[config.mk]
export PLATFORM = sky130hd
export DESIGN_NAME = led_status_scheduler
export DESIGN_NICKNAME = d
export VERILOG_FILES = /design/src/rtl/led_ctrl_pkg.sv /design/src/rtl/led_tick_gen.sv /design/src/rtl/led_status_scheduler.sv
export SDC_FILE = /design/constraint.sdc
export NUM_CORES = 1
export LEC_CHECK = 0
export ABC_AREA = 1
export ABC_CLOCK_PERIOD_IN_PS = 2000
export CAP_MARGIN = 20
export CORE_MARGIN = 2
export CORE_UTILIZATION = 52
export CTS_BUF_LIST = sky130_fd_sc_hd__clkbuf_8
export CTS_CLUSTER_SIZE = 25
export DETAILED_ROUTE_END_ITERATION = 7
export HOLD_SLACK_MARGIN = 0.05
export PLACE_DENSITY = 0.79
export SETUP_SLACK_MARGIN = 0.4
export SLEW_MARGIN = 20
export SYNTH_ARGS = -nofsm -noshare
export SYNTH_HDL_FRONTEND = slang
export SYNTH_SLANG_ARGS = --single-unit
[constraint.sdc]
create_clock -name i_clk -period 2 [get_ports i_clk]
set_input_delay 0.4 -clock i_clk [delete_from_list [all_inputs] [get_ports i_clk]]
set_output_delay 0.4 -clock i_clk [all_outputs]
set_load 0.02 [all_outputs]
[src/rtl/led_ctrl_pkg.sv]
// Shared types and sizing helpers for the status-LED blink-code scheduler.
package led_ctrl_pkg;

  typedef enum logic [1:0] {
    IDLE = 2'd0,
    ON   = 2'd1,
    OFF  = 2'd2,
    GAP  = 2'd3
  } led_state_e;

  // One spare bit above the largest phase length so the tick count never wraps.
  function automatic int phaseCntW(input int onTicks, input int offTicks, input int gapTicks);
    int m;
    m = onTicks;
    if (offTicks > m) m = offTicks;
    if (gapTicks > m) m = gapTicks;
    return $clog2(m) + 1;
  endfunction

endpackage

[src/rtl/led_tick_gen.sv]
// Tick prescaler: pulses o_tick once every TICK_CYCLES clocks, restartable at any phase entry.
module led_tick_gen #(
  parameter int TICK_CYCLES = 1_600_000
) (
  input  logic i_clk,
  input  logic i_rst,
  input  logic i_restart,
  output logic o_tick
);

  localparam int W = (TICK_CYCLES > 1) ? $clog2(TICK_CYCLES) : 1;

  logic [W-1:0] cnt_q;

  assign o_tick = (cnt_q == W'(TICK_CYCLES - 1));

  always_ff @(posedge i_clk) begin
    if (i_rst || i_restart || o_tick) cnt_q <= '0;
    else                              cnt_q <= cnt_q + W'(1);
  end

endmodule

[src/rtl/led_status_scheduler.sv]
// Shares one status LED between prioritized requesters, each asking for an N-pulse blink code
// sequenced as ON/OFF pulses followed by a dark gap.
module led_status_scheduler
  import led_ctrl_pkg::*;
#(
  parameter int NUM_REQ     = 4,
  parameter int TICK_CYCLES = 1_600_000,
  parameter int ON_TICKS    = 2,
  parameter int OFF_TICKS   = 3,
  parameter int GAP_TICKS   = 10,
  parameter int CNT_W       = 4
) (
  input  logic                     i_clk,
  input  logic                     i_rst,
  input  logic                     i_enable,
  input  logic [NUM_REQ-1:0]       i_req,
  input  logic [NUM_REQ*CNT_W-1:0] i_count,
  output logic                     o_led,
  output logic [NUM_REQ-1:0]       o_grant,
  output logic                     o_busy
);

  localparam int PH_W = phaseCntW(ON_TICKS, OFF_TICKS, GAP_TICKS);

  led_state_e         state_q, state_d;
  logic [CNT_W-1:0]   rem_q, rem_d;
  logic [PH_W-1:0]    ph_q, ph_d;
  logic               led_q, led_d;
  logic [NUM_REQ-1:0] grant_q, grant_d;

  logic               tick;
  logic               restart;
  logic               phaseDone;
  logic [PH_W-1:0]    phaseLast;
  logic [NUM_REQ-1:0] eligible;
  logic [NUM_REQ-1:0] winOneHot;
  logic [CNT_W-1:0]   winCount;
  logic               anyElig;

  // Prescaler sits at zero while idle and restarts on every phase entry.
  assign restart = (state_d != state_q) || (state_q == IDLE);

  led_tick_gen #(
    .TICK_CYCLES(TICK_CYCLES)
  ) u_tick (
    .i_clk    (i_clk),
    .i_rst    (i_rst),
    .i_restart(restart),
    .o_tick   (tick)
  );

  // Fixed-priority arbiter; requesters asking for zero pulses are ignored.
  always_comb begin
    eligible  = '0;
    winOneHot = '0;
    winCount  = '0;
    for (int k = 0; k < NUM_REQ; k++) begin
      eligible[k] = i_req[k] && (i_count[k*CNT_W +: CNT_W] != '0);
    end
    for (int k = NUM_REQ - 1; k >= 0; k--) begin
      if (eligible[k]) begin
        winOneHot    = '0;
        winOneHot[k] = 1'b1;
        winCount     = i_count[k*CNT_W +: CNT_W];
      end
    end
    anyElig = |eligible;
  end

  always_comb begin
    phaseLast = '0;
    case (state_q)
      ON:      phaseLast = PH_W'(ON_TICKS - 1);
      OFF:     phaseLast = PH_W'(OFF_TICKS - 1);
      GAP:     phaseLast = PH_W'(GAP_TICKS - 1);
      default: phaseLast = '0;
    endcase
    phaseDone = tick && (ph_q == phaseLast);
  end

  always_ff @(posedge i_clk) begin
    if (i_rst) begin
      state_q <= IDLE;
      rem_q   <= '0;
      ph_q    <= '0;
      led_q   <= 1'b0;
      grant_q <= '0;
    end else begin
      state_q <= state_d;
      rem_q   <= rem_d;
      ph_q    <= ph_d;
      led_q   <= led_d;
      grant_q <= grant_d;
    end
  end

  always_comb begin
    state_d = state_q;
    if (!i_enable) begin
      state_d = IDLE;
    end else begin
      case (state_q)
        IDLE: if (anyElig)   state_d = ON;
        ON:   if (phaseDone) state_d = (rem_q == CNT_W'(1)) ? GAP : OFF;
        OFF:  if (phaseDone) state_d = ON;
        GAP:  if (phaseDone) state_d = anyElig ? ON : IDLE;
        default:             state_d = IDLE;
      endcase
    end
  end

  // A new grant is latched only when arbitration moves IDLE or GAP into ON.
  always_comb begin
    led_d   = (state_d == ON);
    grant_d = grant_q;
    rem_d   = rem_q;
    ph_d    = ph_q;
    if (state_d == IDLE) begin
      grant_d = '0;
      rem_d   = '0;
    end else if ((state_q == IDLE || state_q == GAP) && state_d == ON) begin
      grant_d = winOneHot;
      rem_d   = winCount;
    end else if (state_q == ON && state_d != ON) begin
      rem_d = rem_q - CNT_W'(1);
    end
    if (state_d != state_q) ph_d = '0;
    else if (tick)          ph_d = ph_q + PH_W'(1);
  end

  assign o_led   = led_q;
  assign o_grant = grant_q;
  assign o_busy  = (state_q != IDLE);

endmodule
==> results.json <==
{
  "cts.clk_slew.worst_paths_ps": 90,
  "drt_iter0_drc": 318,
  "syn-instance-count": 323,
  "irDropWorstVdd_mv": 0.601,
  "crit_arrival_ps": 2710,
  "htree_num_levels": 2,
  "finalMaxSlewViolations": 0,
  "setup.worst_path.start_class": "flip-flop",
  "grt_pass1_vias": 2731,
  "synth_async_sr_flop_share_pct": 0,
  "drc": 0,
  "placed_area_mm2": 0.00312,
  "antenna_left": 0,
  "worst-r2r-cell-count": 17,
  "coreArea_mm2": 0.00429,
  "drtPass1Iterations": 5,
  "cts_buffer_depth": 2,
  "worstPathMaxFanout": 5,
  "syn_area_per_cell_um2": 7.12,
  "row_count": 24,
  "status": "complete, but fails checks",
  "slew_headroom_pct": 71.7,
  "cts_sinks": 37,
  "synth_top_area_share_pct": 32.2,
  "synthTopCellsByArea": "dfxtp_1 (32%), nand2_1 (12%), nor2_1 (6.5%)",
  "synth_edf_count": 0,
  "antenna_found_initial": 0,
  "num_io_pins": 29,
  "die_h_um": 70.5,
  "p_total_mw": 1.84,
  "drv_cap": 0,
  "viasPerCell": 5.80,
  "layout_min_cycle_time_ps": 2480,
  "synth_ff_type": "dfxtp_1",
  "fin_util_pct": 85.4,
  "die_x_um": 70.5,
  "whs_ps": 450,
  "yosysWarnings": 0,
  "worst_pin_slew_ps": 424,
  "max_freq_mhz": 403,
  "io_buffers": 28,
  "reg2reg_to": "rem_q[3]",
  "min_path_cells": 2,
  "layout.nets": 471,
  "finalSetupViolCount": 36,
  "p_per_area_mw_per_mm2": 502,
  "synth.distinct_cells": 37,
  "grt_usage_pct": 29.3,
  "antenna_cells": 0,
  "preCtsSetupSlack_ps": -490,
  "hold_viol": 0,
  "clock_latency_ps": 310,
  "synth_nets": 354,
  "endpoint_kind": "flip-flop",
  "hp-class": "reg -> reg",
  "fin_ws_ps": -482,
  "crit_required_ps": 2230,
  "dieArea_mm2": 0.00497,
  "grt_max_degree": 22,
  "drive_gt1_share_pct": 39.0,
  "min_from": "o_grant[3]",
  "dp_hpwl_um": 4220,
  "route.vias.total": 2861,
  "netlist_area_mm2": 0.00230,
  "leakage_nw": 1.55,
  "totalWireLength_um": 8570,
  "yosys.area.top_type": "dfxtp_1",
  "area_delta_synth_final_pct": 59.5,
  "timing.final.crit_share_pct": 124,
  "globalplace.congestion": 0.812,
  "skew_ps": 6.99,
  "critPathKind": "reg -> reg",
  "wl_per_cell_um": 17.4,
  "cts_root_buf": "clkbuf_8",
  "fillerInstances": 213,
  "r2r_setup_slack_ps": -480,
  "grt-ovfl-total": 0,
  "cts-buffers-inserted": 5,
  "grt_pass1_wl_um": 11800,
  "violations": "negative setup slack",
  "rsz0062_at_grt": "yes",
  "tritoncts": "built",
  "whs_endpoint": "o_grant[3]",
  "ys_seq_elements": 37,
  "reg2reg_from": "state_q[1]",
  "ys_seq_area_share_pct": 32.2,
  "final_area_mm2": 0.00367,
  "start_util_pct": 53.6
}
## logic make-up after synthesis
group	Yosys count	share of synthesized area, %
adders and majority gates	8	4.35
buffers and inverters	41	7.56
DFF	37	32.2
AOI/OAI and AO/OA	30	8.87
and+or+nand+nor	190	40.5
xor gates and xnor gates	17	6.47
## how the worst max path moves through the flow
stage | to | cells after the start | from | slack (ps)
6_report | rem_q[3] | 17 | state_q[1] | -480
5_1_grt | u_tick.cnt_q[2] | 15 | u_tick.cnt_q[14] | -590
4_1_cts | u_tick.cnt_q[5] | 16 | state_q[0] | -180
3_5_place_dp | rem_q[2] | 14 | i_count[7] | -490
3_3_place_gp | rem_q[2] | 14 | i_count[2] | -410
2_1_floorplan | u_tick.cnt_q[18] | 14 | u_tick.cnt_q[0] | -20
## worst max-delay path, cell delays in order, from the launching register on
cell and delay [ps]:
dfxtp_4 390, inv_2 50, ha_2 190, nor2_1 150, nand2_1 80, nand3_1 130, nor2_4 70, buf_4 130
nand3_2 60, nand2_1 60, nand3_1 90, nand2_2 90, nand2_4 140, nand2_4 90, a21oi_4 230, buf_4 170
nand2_1 80, nor2_1 180
## repair_timing
item | CTS | global route
cloned | 1 | 3
gates resized for setup | 46 | 23
endpoints found under the setup margin | 43 | 38
hold buffers | 0 | 0
buffers inserted | 14 | 6
pin swaps | 8 | 14
endpoints found under the hold margin | 0 | 0
## where the power goes
part / total (mW) / internal, mW / leakage, nW / switching (mW)
logic: 0.401 / 0.193 / 1.19 / 0.208
registers: 0.754 / 0.746 / 0.302 / 0.00868
clock network: 0.686 / 0.370 / 0.0595 / 0.316
## synthesized netlist by cell type, types with 2 or more instances
library cell   n
nand2_1       72
nor2_1        40
dfxtp_1       37
inv_1         36
nand3_1       25
nor2_2        15
xor2_1        15
nand4_1       12
a21oi_1       10
ha_1           8
o21ai_0        7
a21oi_2        6
nand2_2        5
or2_2          4
nor2_4         3
a22o_1         2
buf_6          2
nand4_2        2
nor3_1         2
nor3b_1        2
xnor2_1        2
## per-stage QoR
step,TNS (ps),cells
2_1_floorplan,-92.6,323
3_3_place_gp,-11580,461
3_5_place_dp,-14820,461
4_1_cts,-3980,484
5_1_grt,-18650,493
6_report,-14720,493
## per-layer routing
metal | vias up | share of wire (%) | track usage (%) | routed length [um]
li1 | 1281 | - | - | -
met1 | 1350 | 39 | 31.9 | 3330
met3 | 55 | 7.6 | 6.20 | 651
met5 | - | 0 | 0 | 0
met2 | 175 | 49 | 53.0 | 4190
met4 | 0 | 4.7 | 15.0 | 401
## area by class of cell
class	count	area [um2]	share of cell area [%]
clock buffers	5	68.8	1.88
clock inverters	3	42.5	1.16
inverters	37	146	3.99
multi-input cells	246	1600	43.5
flip-flops and latches	37	751	20.5
well taps	52	65.1	1.77
repair buffers	113	998	27.2
## cell usage in the layout (no fill, tap or decap), types with 5 or more instances in the layout
| cell | instances |
|---|---|
| a21oi_1 | 5 |
| a21oi_2 | 10 |
| buf_4 | 72 |
| buf_6 | 11 |
| clkbuf_8 | 5 |
| clkdlybuf4s50_1 | 22 |
| dfxtp_1 | 33 |
| dlygate4sd2_1 | 5 |
| inv_1 | 32 |
| nand2_1 | 64 |
| nand2_2 | 9 |
| nand2_4 | 5 |
| nand3_1 | 22 |
| nand4_1 | 12 |
| nor2_1 | 34 |
| nor2_2 | 19 |
| nor2_4 | 5 |
| xor2_1 | 15 |
## flip-flops by register name, indices dropped and copies added (netlist names)
register,count
u_tick.cnt_q,21
ph_q,5
o_grant,4
rem_q,4
state_q,2
o_led,1
No activity file was read; power rests on OpenSTA's default activity.
